## src/rtl/nn_fifo_pkg.sv

```systemverilog
// Shared constants, status bundle and helpers for the NN stream FIFO.
package nn_fifo_pkg;

  localparam int DEF_DATA_WIDTH = 32;
  localparam int DEF_ADDR_WIDTH = 4;

  typedef struct packed {
    logic full;
    logic empty;
    logic almost_full;
    logic almost_empty;
  } fifo_status_t;

  function automatic int clog2(input int value);
    int r;
    r = 0;
    for (int v = value - 1; v > 0; v = v >> 1) r++;
    return r;
  endfunction

endpackage

```

## src/rtl/nn_fifo_mem.sv

```systemverilog
// Simple dual-port register array: synchronous write, asynchronous read. Not reset.
module nn_fifo_mem #(
  parameter int DATA_WIDTH = 32,
  parameter int ADDR_WIDTH = 4
) (
  input  logic                  sys_clk,
  input  logic                  we,
  input  logic [ADDR_WIDTH-1:0] waddr,
  input  logic [DATA_WIDTH-1:0] wdata,
  input  logic [ADDR_WIDTH-1:0] raddr,
  output logic [DATA_WIDTH-1:0] rdata
);

  logic [DATA_WIDTH-1:0] mem [2**ADDR_WIDTH];

  always_ff @(posedge sys_clk) begin
    if (we) mem[waddr] <= wdata;
  end

  assign rdata = mem[raddr];

endmodule

```

## src/rtl/nn_stream_fifo.sv

```systemverilog
// Parametrised single-clock FIFO with occupancy flags and FWFT/registered read.
// Optional sticky overflow/underflow flags with err_clr under NN_FIFO_ERR_FLAGS_EN.
module nn_stream_fifo
  import nn_fifo_pkg::*;
#(
  parameter int DATA_WIDTH = DEF_DATA_WIDTH,
  parameter int ADDR_WIDTH = DEF_ADDR_WIDTH,
  parameter int AFULL_LVL  = 12,
  parameter int AEMPTY_LVL = 2,
  parameter int FWFT       = 1
) (
  input  logic                  sys_clk,
  input  logic                  sys_rst_n,
  input  logic                  wr_en,
  input  logic [DATA_WIDTH-1:0] data_in,
  input  logic                  rd_en,
  output logic [DATA_WIDTH-1:0] data_out,
  output logic                  full,
  output logic                  empty,
  output logic                  almost_full,
  output logic                  almost_empty,
  output logic [ADDR_WIDTH:0]   count
`ifdef NN_FIFO_ERR_FLAGS_EN
  ,
  input  logic                  err_clr,
  output logic                  overflow,
  output logic                  underflow
`endif
);

  localparam int                DEPTH      = 1 << ADDR_WIDTH;
  localparam logic [ADDR_WIDTH:0] DEPTH_CNT  = (ADDR_WIDTH+1)'(DEPTH);
  localparam logic [ADDR_WIDTH:0] AFULL_CNT  = (ADDR_WIDTH+1)'(AFULL_LVL);
  localparam logic [ADDR_WIDTH:0] AEMPTY_CNT = (ADDR_WIDTH+1)'(AEMPTY_LVL);

  logic [ADDR_WIDTH-1:0] wr_ptr, rd_ptr;
  logic [DATA_WIDTH-1:0] rdata, dout_q;
  logic                  wr_acc, rd_acc;
  fifo_status_t          status;

  // Flags decode straight from the registered count.
  always_comb begin
    status.full         = (count == DEPTH_CNT);
    status.empty        = (count == '0);
    status.almost_full  = (count >= AFULL_CNT);
    status.almost_empty = (count <= AEMPTY_CNT);
  end

  assign full         = status.full;
  assign empty        = status.empty;
  assign almost_full  = status.almost_full;
  assign almost_empty = status.almost_empty;

  assign wr_acc = wr_en & ~status.full;
  assign rd_acc = rd_en & ~status.empty;

  always_ff @(posedge sys_clk or negedge sys_rst_n) begin
    if (!sys_rst_n) begin
      wr_ptr <= '0;
      rd_ptr <= '0;
      count  <= '0;
    end else begin
      if (wr_acc) wr_ptr <= wr_ptr + 1'b1;
      if (rd_acc) rd_ptr <= rd_ptr + 1'b1;
      case ({wr_acc, rd_acc})
        2'b10:   count <= count + 1'b1;
        2'b01:   count <= count - 1'b1;
        default: ;
      endcase
    end
  end

  nn_fifo_mem #(
    .DATA_WIDTH (DATA_WIDTH),
    .ADDR_WIDTH (ADDR_WIDTH)
  ) u_mem (
    .sys_clk (sys_clk),
    .we      (wr_acc),
    .waddr   (wr_ptr),
    .wdata   (data_in),
    .raddr   (rd_ptr),
    .rdata   (rdata)
  );

  generate
    if (FWFT != 0) begin : g_fwft
      // Shadow the head while non-empty so the last word stays visible once drained.
      always_ff @(posedge sys_clk or negedge sys_rst_n) begin
        if (!sys_rst_n)         dout_q <= '0;
        else if (!status.empty) dout_q <= rdata;
      end
      assign data_out = status.empty ? dout_q : rdata;
    end else begin : g_reg
      always_ff @(posedge sys_clk or negedge sys_rst_n) begin
        if (!sys_rst_n)  dout_q <= '0;
        else if (rd_acc) dout_q <= rdata;
      end
      assign data_out = dout_q;
    end
  endgenerate

`ifdef NN_FIFO_ERR_FLAGS_EN
  // Set has priority over err_clr in the same cycle.
  always_ff @(posedge sys_clk or negedge sys_rst_n) begin
    if (!sys_rst_n) begin
      overflow  <= 1'b0;
      underflow <= 1'b0;
    end else begin
      if (wr_en & status.full) overflow <= 1'b1;
      else if (err_clr)        overflow <= 1'b0;
      if (rd_en & status.empty) underflow <= 1'b1;
      else if (err_clr)         underflow <= 1'b0;
    end
  end
`endif

endmodule

```

## config.mk

```make
export PLATFORM = sky130hd
export DESIGN_NAME = nn_stream_fifo
export DESIGN_NICKNAME = d
export VERILOG_FILES = /design/src/rtl/nn_fifo_pkg.sv /design/src/rtl/nn_fifo_mem.sv /design/src/rtl/nn_stream_fifo.sv
export SDC_FILE = /design/constraint.sdc
export NUM_CORES = 1
export LEC_CHECK = 0
export ABC_AREA = 0
export BUFFER_PORTS_ARGS = -buffer_cell sky130_fd_sc_hd__buf_4
export CORE_MARGIN = 2
export CORE_UTILIZATION = 51
export DETAILED_ROUTE_END_ITERATION = 8
export PLACE_DENSITY = 0.68
export SLEW_MARGIN = 20
export SYNTH_ARGS = -nofsm -noshare
export SYNTH_HDL_FRONTEND = slang
export SYNTH_HIERARCHICAL = 1
export SYNTH_SLANG_ARGS = --single-unit
export TNS_END_PERCENT = 100
```

## constraint.sdc

```tcl
create_clock -name sys_clk -period 5.2 [get_ports sys_clk]
set_input_delay 1.56 -clock sys_clk [delete_from_list [all_inputs] [get_ports sys_clk]]
set_output_delay 1.56 -clock sys_clk [all_outputs]
set_load 0.01 [all_outputs]
```

After elaboration in Yosys (flattened, before gate mapping)
Memories as Yosys holds them, arrays and structs flattened. Index checks and enable logic that the tools add are counted.

Bits in writable memories: 512. Memories: 1. Register bits after elaboration: 45.

$lt $le $gt $ge: 2. Equal/unequal tests: 3. Reduce and logical (&&, ||, !) cells: 2. Muxes and demuxes: 4. Add/subtract/negate cells: 4. Bitwise operators: 4.

Memories: u_mem.mem (words 16, width 32, read ports 1, clocked after Yosys merged registers in 0, write ports 1, line nn_fifo_mem.sv:14) `logic [DATA_WIDTH-1:0] mem [2**ADDR_WIDTH];`.

Operator list (number): two-way mux 32 bit (1); case mux 5 bit (2 select lines) (1); adder 4 x 1 -> 4 bit (second input constant) (2); adder 5 x 1 -> 5 bit (second input constant) (1); equality test 5 bit (second input constant) (1); greater-or-equal comparator 5 x 4 -> 1 bit (second input constant) (1); less-or-equal comparator 5 x 2 -> 1 bit (second input constant) (1); zero test 5 bit (1); subtractor 5 x 1 -> 5 bit (second input constant) (1); bitwise AND 1 bit (2); equality test 2 x 1 -> 1 bit (second input constant) (1); equality test 2 bit (second input constant) (1); two-way mux 1 bit (2); NOT 1 bit (2); nonzero test 2 bit (1).

Logic depth before layout (Yosys ltp)
Gate-level depths: netlist of the first run.

Word-level depth: 5. Depth in mapped cells: 8.

Hierarchy
The synthesis of the first run kept the hierarchy.

Modules (own cells, without submodules): nn_fifo_mem (area each 19213.4 µm², times used 1, cells an instance 806); nn_stream_fifo (area each 2137.0 µm², times used 1, cells an instance 140).

Worst setup path after synthesis of the first run
OpenSTA, ideal clock, no wires.

Kind: input -> register. From: input port wr_en. To: memory u_mem.mem[0][0], enable pin. Slack: 0.073 ns. Data arrival time: 4.666 ns. Cell stages on the path: 3. Path through: a21boi_1 -> or3b_2 -> nor3_1.

Cells in the longest elaborated chain, start to end: 3.

Ends and longest elaborated chain: from (decl) (line nn_stream_fifo.sv:14) `input logic wr_en,`; bitwise AND 1 bit (line nn_stream_fifo.sv:54) `assign wr_acc = wr_en & ~status.full;`; two-way mux 1 bit (line nn_fifo_mem.sv:17) `if (we) mem[waddr] <= wdata;`; two-way mux 1 bit (not written as such) (line nn_fifo_mem.sv:17); to (decl) (line nn_fifo_mem.sv:14).

No other way between the ends.

Worst setup path after layout of the first run
From: register rd_ptr[0]. To: output port data_out[23].

Cells in the longest elaborated chain, start to end: 2.

Ends and longest elaborated chain: from (decl) (line nn_stream_fifo.sv:36) `logic [ADDR_WIDTH-1:0] wr_ptr, rd_ptr;`; from (signal assigned) (line nn_stream_fifo.sv:64) `if (rd_acc) rd_ptr <= rd_ptr + 1'b1;`; memory (16 x 32 bit); net rdata[23] (line nn_stream_fifo.sv:37) `logic [DATA_WIDTH-1:0] rdata, dout_q;`; two-way mux 32 bit (line nn_stream_fifo.sv:92) `assign data_out = status.empty ? dout_q : rdata;`; to (decl) (line nn_stream_fifo.sv:17) `output logic [DATA_WIDTH-1:0] data_out,`.

The timed path passes the listed nets, and every way through them passes these cells.

==> flow_results.org, run 1 <==
** Place
- Number of buffers inserted by port buffering :: 76
- GP Congestion :: 0.737
- The HPWL after detailed placement is 23.4 mm.

** Status
- Status :: finished clean

** Route
- Detailed-route via count :: 9941
- Remaining routing DRC violations :: 0
- Before antenna repair, the detailed router went through 5 iterations.
- The count of nets left with antenna violations once routing finished came out at 0.
- Using the TritonRoute via totals, the vias-per-cell ratio works out to 6.02.
- Count of routing violations after the opening detailed-route iteration :: 742
- Dividing the detail-routed wire length by the instance count gives 26.9 µm.
- Summed over all layers, the routed wires come to 44.5 mm.

** STA
- The smallest clock period supported by the final layout is computed as 4.58 ns.
- The number of pins with negative max-slew slack in the final report came to 0.
- Setup repair after global routing left no endpoint under its margin.
- Transition time at the pin with the least slew margin :: 1.04 ns
- Setup violators final :: 0
- Relative slew slack :: 0.309
- Part of the cycle the worst path needs :: 0.881
- Derived from the worst setup path, the maximum achievable clock frequency is 218 MHz.
- Final hold viol count :: 0
- In the final timing run, aggregate negative setup slack is 0 ns.
- Clock skew on the completed layout was measured at 0.0145 ns.

** Global routing
- Global-route wire length before repair :: 67.0 mm
- Initial antenna violation count :: 1
- Remaining Overflow, GRT :: 0
- Total global-route track usage :: 0.211
- Number of global-route vias before repair :: 10300
- Largest net degree at the start of global routing :: 47

** Worst hold path
- Min-Delay Path Class :: flip-flop to flip-flop
- Launch point of the worst hold path :: dout_q[16]

** Worst setup path
- Data required, critical path :: 3.64 ns
- Critical Path Start :: rd_ptr[0]
- Reg-to-reg critical path startpoint :: count[1]
- For the worst setup path, the data arrival time is 3.02 ns.
- Maximum net fanout on the critical path :: 22
- By startpoint and endpoint, the worst setup path is classified as flip-flop to output port.
- STA classifies the critical path endpoint as an output port.
- Type of origin of the critical path :: flip-flop

** Pwr
- IR analysis of the VDD net gives a maximum drop of 0.000377 V.
- Static leakage :: 8.23 nW
- For this design the ratio of total power to cell area is 588 nW/µm².
- Power comes to 0.0145 W.

** Synthesis
- Yosys mapped the design onto 43 distinct sky130hd cell types.
- Sequential element share of the synthesized area :: 0.773
- In the synthesized netlist the dominant register cell turns out to be edfxtp_1.
- After synthesis, the cell types taking the most area are edfxtp_1 72%, mux4_2 14%, dfrtp_1 5.3%.
- After synthesis, the most frequently instantiated cells are 512 x edfxtp_1, 128 x mux4_2, 64 x a22oi_1, 45 x dfrtp_1, 35 x nand2_1.
- Post-synth top area share :: 0.720
- Counting flops with an async set or reset pin after synthesis yields a share of 0.0808.
- Yosys printed 6 warnings.
- Counting flops and latches in the post-synthesis netlist gives 557.
- The most common cell in the synthesized netlist is edfxtp_1.
- Post-synthesis cell count :: 946
- Synthesized netlist net count :: 989
- Post-synth top area cell :: edfxtp_1
- EDFF count, synth :: 512
- Averaged over all synthesized cells, the footprint is 22.6 µm².
- Netlist Area Pre-Place :: 21400 µm²

** Floorplanning
- The floorplan step defined a die boundary enclosing 43500 µm².
- Die Width :: 209 µm
- Starting utilization of the core area :: 0.519
- Placeable Area :: 41100 µm²
- Chip height :: 209 µm
- Placement row count :: 74
- In this run the count of I/O pins placed on the die edge is 77.

** Run
- Max capacitance violation total :: 0

** Cells and area
- For this run, the post-layout net count is 1114.
- Layout overhead on the synthesized area :: 15.8%
- In the final layout, the share of cells above drive strength 1 is 0.350.

** CTS
- Counting along the longest clock path gives a buffer depth of 3.
- Clock transition at the registers of the reported paths :: 0.06 ns
- Buffers inserted to repair hold after CTS numbered 0.
- Number of buffers added by the clock tree synthesis step :: 56
- Gates resized during post-CTS repair numbered 0.
- The clock drives 557 sinks.
- CTS built an H-tree with a depth of 2.
- Clock latency on the worst-skew pair, taken at its later pin, is 0.59 ns.
- After clock tree synthesis, the setup repair step added 0 buffers.
- TritonCTS built the clock tree.
- CTS placed an instance of clkbuf_16 at the clock tree root.
==> cells by family (layout without fill, tap and decap cells) <==
group | count (synthesis) | in the layout | synth area share
DFF | 557 | 557 | 0.773
muxes | 164 | 164 | 0.159
AOI/OAI and AO/OA | 81 | 81 | 0.0278
and+or+nand+nor | 77 | 77 | 0.0182
buffers and inverters | 52 | 225 | 0.0143
xor gates and xnor gates | 8 | 8 | 0.00328
adders and majority gates | 7 | 7 | 0.00445
other | 0 | 1 | 0
==> report_power, final <==
part           switching [W]  internal, W
clock                0.00166      0.00250
sequential          0.000327      0.00554
combinational        0.00227      0.00224
total                0.00425       0.0103
==> cell usage in the layout (no fill, tap or decap), types with 2 or more instances in the layout <==
cell type  synthesis  final
buf_12             3      6
dfrtp_1           45     43
dfrtp_4            0      2
nand2_1           35     35
xor2_1             3      3
mux2_4            29     29
nor3_2             0      4
mux4_2           128    128
nand3_1            4      4
xnor2_1            5      5
o211ai_1           2      2
nor2_4             0     13
a22oi_1           64     64
inv_1              4      4
clkinv_4           0      3
clkinv_2           0     10
inv_6              0      3
nand2b_1           2      2
nor3b_1            5      5
o21ai_0            3      3
buf_4             11    109
nand3b_1           2      2
a21oi_1            6      6
clkbuf_8           0      3
bufinv_16          0      9
clkbuf_1          18     10
clkinv_1           0     10
nor2b_4            0      2
edfxtp_1         512    512
mux2_2             7      7
clkbuf_16          0     57
ha_1               6      6
==> worst max-delay path, stage by stage, from the launching register on <==
cell and delay [ns]:
dfrtp_4 0.74, buf_4 0.40, mux4_2 0.55, a22oi_1 0.22
nand2_1 0.09, mux2_4 0.28, buf_4 0.14
==> layer usage <==
layer,track usage,vias up,share of wire
li1,-,4236,-
met1,0.295,5323,0.42
met2,0.345,297,0.50
met3,0.0350,85,0.058
met4,0.0655,0,0.025
met5,0,-,0
==> per-stage QoR <==
| stage | hold WS, ns | instances | instance area, µm² | setup WS (ns) | utilization |
|---|---|---|---|---|---|
| floorplan | 0.489 | 946 | 21400 | 0.0733 | - |
| global placement | 0.476 | 1545 | 22800 | 1.20 | 0.555 |
| detailed placement | 0.477 | 1545 | 22800 | 1.15 | 0.555 |
| CTS | 0.496 | 1651 | 24700 | 0.553 | 0.602 |
| global route | 0.503 | 1652 | 24700 | 0.438 | 0.602 |
| finish | 0.492 | 1652 | 24700 | 0.621 | 0.602 |
==> sequential cells by signal (all words and copies together), names as in the netlist <==
register and cells:
count 5, u_mem/mem 512, rd_ptr 4, dout_q 32, wr_ptr 4
==> final timing paths <==
kind	cells after the start	end	slack, ns
max in group asynchronous	1	rd_ptr[0]	3.59
setup / recovery	6	data_out[23]	0.62
hold reg to reg	1	dout_q[16]	0.49
min in group asynchronous	1	count[3]	1.05
hold / removal	1	dout_q[16]	0.49
setup reg to reg	8	count[4]	1.94
==> final cells by class <==
| type | instances | area (µm²) |
|---|---|---|
| antenna | 1 | 2.50 |
| clock buffer | 70 | 1510 |
| clock inverter | 36 | 418 |
| fill | 2875 | 16400 |
| inverter | 4 | 15.0 |
| multi-input combinational | 337 | 4680 |
| sequential | 557 | 16500 |
| tap | 532 | 666 |
| timing repair buffer | 115 | 938 |
Note: power is estimated with default switching activity, not from simulation.
==> run 2: changes to the inputs <==
CORE_UTILIZATION = 48   (was 51)
PLACE_DENSITY = unset   (was 0.68)
==> flow_results.org, run 2 (synthesized netlist as in run 1, its figures left out) <==
** Status
- The run finished with clean final reports.

** Cells and area
- The sequential cells in the finished layout cover a total of 16500 µm².
- Register containing the most flip-flops in the final layout :: u_mem/mem
- The top cell types in the final layout, fill and taps aside, are 512 x edfxtp_1, 128 x mux4_2, 110 x buf_4, 64 x a22oi_1, 56 x clkbuf_16.
- In the final layout, the share of cells above drive strength 1 is 0.344.
- The register with the most flip-flops in the layout has 512 of them.
- Layout overhead on the synthesized area :: 15.3%
- Final instance area :: 24600 µm²
- In the final layout, the multi-input gates occupy 4680 µm².
- Most common cell after layout, fill and taps aside :: edfxtp_1
- The largest registers in the layout are u_mem/mem x512, dout_q x32, count x5.
- Antenna diodes :: 0
- The net count of the finished layout is 1115.
- After filler insertion, the fill cell instance count of the layout stands at 3331.

** Floorplanning
- Placeable Area :: 44000 µm²
- Starting utilization of the core area :: 0.485
- The floorplan step defined a die boundary enclosing 46200 µm².
- For this design the top-level I/O count stands at 77.
- Placement row count :: 77
- The floorplan step set the die height to 215 µm.
- From left edge to right edge, the die measures 215 µm.

** Worst setup path
- The worst setup path is launched from a flip-flop.
- By startpoint and endpoint, the worst setup path is classified as flip-flop to output port.
- In this run the worst path has a maximum fanout of 18.
- At the worst endpoint, the arrival time is 3.05 ns.
- Cell count of the worst reg-to-reg path :: 8
- Sort of element at the end of the critical path :: output port
- At the worst endpoint, the required time is 3.64 ns.

** CTS
- Sinks on Clock Net :: 557
- Clock tree from TritonCTS :: done
- Clock transition at the registers of the reported paths :: 0.06 ns
- Root Driver :: clkbuf_16
- The H-tree was split into 2 levels.
- Clock latency on the worst-skew pair, taken at its later pin, is 0.61 ns.
- Number of hold buffers added after cts :: 0
- TritonCTS created 56 clock buffers.
- In this run, post-CTS repair resized a total of 0 instances.
- Counting along the longest clock path gives a buffer depth of 3.
- Buffers inserted by post-CTS timing repair :: 0

** STA
- Worst setup skew after layout :: 0.0264 ns
- After routing, the total negative slack on setup checks comes to 0 ns.
- Final count of pins violating max slew :: 0
- Final worst path period need :: 4.61 ns
- Final hold viol count :: 0
- Transition time at the pin with the least slew margin :: 1.10 ns
- On the final layout, the worst hold slack is 0.491 ns.
- Headroom to the max-slew limit came out at 0.269.
- Of the available clock period, the critical path in the final layout requires 0.886.
- Derived from the worst setup path, the maximum achievable clock frequency is 217 MHz.
- Setup repair after global routing left no endpoint under its margin.
- Setup violators final :: 0

** Global routing
- Largest net degree at the start of global routing :: 49
- Number of global-route vias before repair :: 10200
- In the global route stage, overall resource usage came out at 0.202.
- Global-route wire length before repair :: 67.8 mm
- The initial antenna violation count came to 0.
- Summed over all layers, the global routing overflow is 0.

** Route
- Remaining routing DRC violations :: 0
- The detail route stage leaves a number of antenna-violating nets equal to 0.
- Detailed-route via count :: 9904
- Final routed wire length divided by cell count :: 26.8 µm
- The detailed router finished its first iteration with 797 violations.
- Detailed Route WL :: 45.8 mm
- Vias per std cell :: 5.79
- The first detailed-routing pass ran for 4 iterations.

** Pwr
- Static leakage :: 8.14 nW
- Peak VDD IR :: 0.000341 V
- The design draws 0.0142 W.
- Power density cells :: 576 nW/µm²

** Place
- Buffers placed on the I/O ports in this run total 76.
- At the end of routability-driven placement, the weighted congestion stood at 0.709.
- Area after detailed placement :: 22900 µm²
- Summed over all nets, the half-perimeter wirelength after detailed placement is 24.9 mm.

** Worst hold path
- The tightest min-delay check is of the flip-flop to flip-flop type.
- Counting instances, the worst hold path has a depth of 1.

** Run
- Across the run, the number of max-cap violations was 0.
==> run 2: path summary, 6_finish.rpt <==
path,start,endpoint,slack (ns)
worst max-delay path,count[0],data_out[31],0.59
worst min-delay path,dout_q[20],dout_q[20],0.49
worst max register to register,count[0],count[4],1.82
worst min register to register,dout_q[20],dout_q[20],0.49
max in group asynchronous,sys_rst_n,rd_ptr[0],3.52
min in group asynchronous,sys_rst_n,dout_q[31],1.05
==> run 2: metal layers <==
layer  GRT usage  wire length, µm  vias to the layer above
li1            -                -                     4238
met1       0.279            19700                     5379
met2       0.335            23000                      221
met3      0.0327             2040                       66
met4      0.0576              994                        0
met5           0                0                        -
==> run 2: power breakdown <==
group / internal (W) / leakage, nW / switching, W
clock network: 0.00216 / 0.843 / 0.00163
logic: 0.00222 / 2.13 / 0.00230
registers: 0.00554 / 5.17 / 0.000321
total: 0.00992 / 8.14 / 0.00425
==> run 2: area by class of cell <==
| class | instances | share of cell area |
|---|---|---|
| sequential | 557 | 0.671 |
| timing repair buffer | 116 | 0.0384 |
| clock buffer | 79 | 0.0625 |
| inverter | 4 | 0.000610 |
| tap | 592 | 0.0301 |
| multi-input combinational | 337 | 0.190 |
| clock inverter | 25 | 0.00768 |
==> run 2: worst max-delay path: stages, from the launching register on <==
cell	delay, ns
dfrtp_1	0.48
or4_4	0.63
nor2_8	0.52
buf_12	0.29
mux2_2	0.37
buf_4	0.15
==> run 2: through the flow <==
stage	utilization	cells	setup slack, ns
after global placement	0.520	1606	1.16
after CTS	0.559	1710	0.491
final	0.559	1710	0.592
after global routing	0.559	1710	0.437
after floorplan	-	946	0.0733
after detailed placement	0.520	1606	1.14
==> run 3: changes to the inputs <==
CTS_CLUSTER_DIAMETER = 200   (was unset)
clock period = 4.8 ns   (was 5.2 ns; I/O delays follow)
==> flow_results.org, run 3 (synthesized netlist as in run 1, its figures left out) <==
** Worst hold path
- For hold timing, the worst endpoint is dout_q[18].
- Launch point of the worst hold path :: dout_q[18]
- Cells on Worst Hold Path :: 1
- The min-delay analysis places its worst path in the category flip-flop to flip-flop.

** CTS
- Once the clock tree was built, the resizer swapped 0 gates to a different size.
- Number of hold buffers added after cts :: 0
- Sinks on Clock Net :: 557
- TritonCTS built the clock tree.
- CTS placed an instance of clkbuf_16 at the clock tree root.
- In this run, CTS created clock tree buffers numbering 57.
- Number of H-tree levels :: 2
- Once the clock tree was built, the setup fixing pass inserted 0 buffers.
- Clock-pin slew was measured on the worst setup and hold paths at 0.06 ns.
- Clock latency at the later pin of the worst-skew pair :: 0.61 ns
- CTS Buffer Depth :: 3

** Worst setup path
- Maximum net fanout on the critical path :: 24
- Most common cell on crit path :: buf_4
- Capture instance of the worst register-to-register path :: count[4]
- Critical-path top delay cell :: dfrtp_4
- Critical Path AT :: 3.05 ns
- Across all register-to-register paths, the minimum setup slack is 1.60 ns.
- Cell Chain, Critical Path :: buf_4, mux4_2, a22oi_1, nand2_1, mux2_4, buf_4
- Crit path largest cell delay :: 0.78 ns
- Kind of cell adding the most delay to the critical path :: multiplexers
- STA classifies the critical path endpoint as an output port.
- The startpoint identified for the worst register-to-register timing path is count[1].
- For the worst flop-to-flop path, the logic depth is 8.
- Crit path buffers/inverters :: 2
- Type of origin of the critical path :: flip-flop
- Critical path start-end classification :: flip-flop to output port
- Data required, critical path :: 3.36 ns

** STA
- Final critical-path setup slack :: 0.310 ns
- Relative slew slack :: 0.473
- Final worst path period need :: 4.49 ns
- Aggregate negative setup slack :: 0 ns
- At the pin with the least slew margin, the transition time is 0.791 ns.
- Part of the cycle the worst path needs :: 0.935
- The number of pins with negative max-slew slack in the final report came to 0.
- The final-report hold violation count was 0.
- Across the routed clock network, the largest skew measured is 0.0155 ns.
- RSZ-0062 raised after global routing :: false
- Setup violators final :: 0
- Based on the critical path, the design can be clocked at up to 223 MHz.

** Floorplanning
- Ports placed on the boundary :: 77
- The total area inside the core boundary comes to 44000 µm².
- Placement row count :: 77
- Chip height :: 215 µm
- Die Width :: 215 µm
- The die covers 46200 µm².
- Starting utilization of the core area :: 0.485

** Cells and area
- Top library cells by usage in the layout, fill and taps aside :: 512 x edfxtp_1, 128 x mux4_2, 100 x buf_4, 64 x a22oi_1, 57 x clkbuf_16
- More flip-flops sit in one register than any other, and that register is u_mem/mem.
- Layout cells sized above 1 :: 0.341
- The layout has 3316 filler cells.
- Area occupied by registers :: 16500 µm²
- Nets :: 1111
- Compared with the post-synthesis result, the final layout area differs by 15.6%.
- In the final layout, the registers with the most flip-flops are u_mem/mem x512, dout_q x32, count x5.
- The repair_antennas step left the layout with diodes totalling 0.
- The library cell used most frequently in the layout, excluding fill and tap cells, is edfxtp_1.
- The multi-input combinational cells in the finished layout cover a total of 4680 µm².
- The register with the most flip-flops in the layout has 512 of them.
- Number of standard cells in the final layout excluding fillers :: 1705

** Place
- The count of buffers added on input and output ports is 76.
- Detailed placement HPWL :: 22.7 mm
- Dpl cells :: 1601
- Post-placement setup slack :: 0.891 ns
- GP Congestion :: 0.675

** Pwr
- Switching power :: 0.00458 W
- The share of total power dissipated in combinational logic is 0.319.
- Static leakage :: 8.16 nW
- Sum of internal, switching and leakage power :: 0.0155 W
- Of the total power, registers draw 0.408.
- Power density cells :: 628 nW/µm²
- IR analysis of the VDD net gives a maximum drop of 0.000443 V.
- Of the total power, the share spent switching nets is 0.296.
- The internal portion of the total power is 0.0109 W.
- Part of the total power dissipated in the clock network :: 0.273

** Route
- First drt pass iteration count :: 4
- The routed layout has 9950 vias.
- Vias per std cell :: 5.84
- Remaining routing DRC violations :: 0
- Final routed wire length divided by cell count :: 26.7 µm
- The detailed router finished its first iteration with 867 violations.
- Wires add up to 45.6 mm.
- In this run the remaining antenna-violating nets after routing total 0.

** Run
- Max capacitance violation total :: 0

** Global routing
- Entering global routing, the biggest net connects 70 pins.
- The via count of the first global-routing pass came to 10300.
- After global routing the overflow that remains totals 0.
- Global-route wire length before repair :: 67.8 mm
- In the global route stage, overall resource usage came out at 0.202.
- Initial antenna violation count :: 0

** Status
- The run finished with clean final reports.
==> run 3: worst max-delay path by stage <==
| stage | startpoint | to | slack, ns | cells past startpoint |
|---|---|---|---|---|
| 2_1_floorplan | wr_en | u_mem/mem[4][0] | 0.1 | 3 |
| 6_report | rd_ptr[0] | data_out[18] | 0.31 | 6 |
| 3_5_place_dp | wr_en | count[4] | 0.89 | 8 |
| 5_1_grt | rd_ptr[0] | data_out[21] | 0.15 | 6 |
| 4_1_cts | rd_ptr[0] | data_out[18] | 0.24 | 6 |
| 3_3_place_gp | rd_ptr[0] | data_out[21] | 0.92 | 6 |
==> run 3: final cells by class <==
| type | count | area share |
|---|---|---|
| Multi-Input combinational cell | 337 | 0.190 |
| Inverter | 4 | 0.000608 |
| Tap cell | 592 | 0.0300 |
| Sequential cell | 557 | 0.669 |
| Clock buffer | 72 | 0.0601 |
| Clock inverter | 32 | 0.0116 |
| Timing Repair Buffer | 111 | 0.0393 |
==> run 3: per-layer routing <==
metal | wire, µm | up-vias | global-route usage
met1 | 19800 | 5389 | 0.287
met5 | 0 | - | 0
met3 | 2440 | 66 | 0.0307
li1 | - | 4235 | -
met2 | 22300 | 260 | 0.328
met4 | 993 | 0 | 0.0609
==> run 3: power groups by stage <==
stage	logic [W]	registers, W	clock network, W
floorplan	0.00334	0.00628	0
global placement	0.00502	0.00640	0
detailed placement	0.00503	0.00642	0
CTS	0.00506	0.00633	0.00434
global route	0.00531	0.00639	0.00453
finish	0.00495	0.00632	0.00423
==> run 3: metrics by stage <==
step	util	cell area [µm²]	hold WS, ns
floorplan	-	21400	0.489
finish	0.561	24700	0.491
global route	0.561	24700	0.506
detailed placement	0.521	22900	0.478
global placement	0.521	22900	0.478
CTS	0.561	24700	0.495
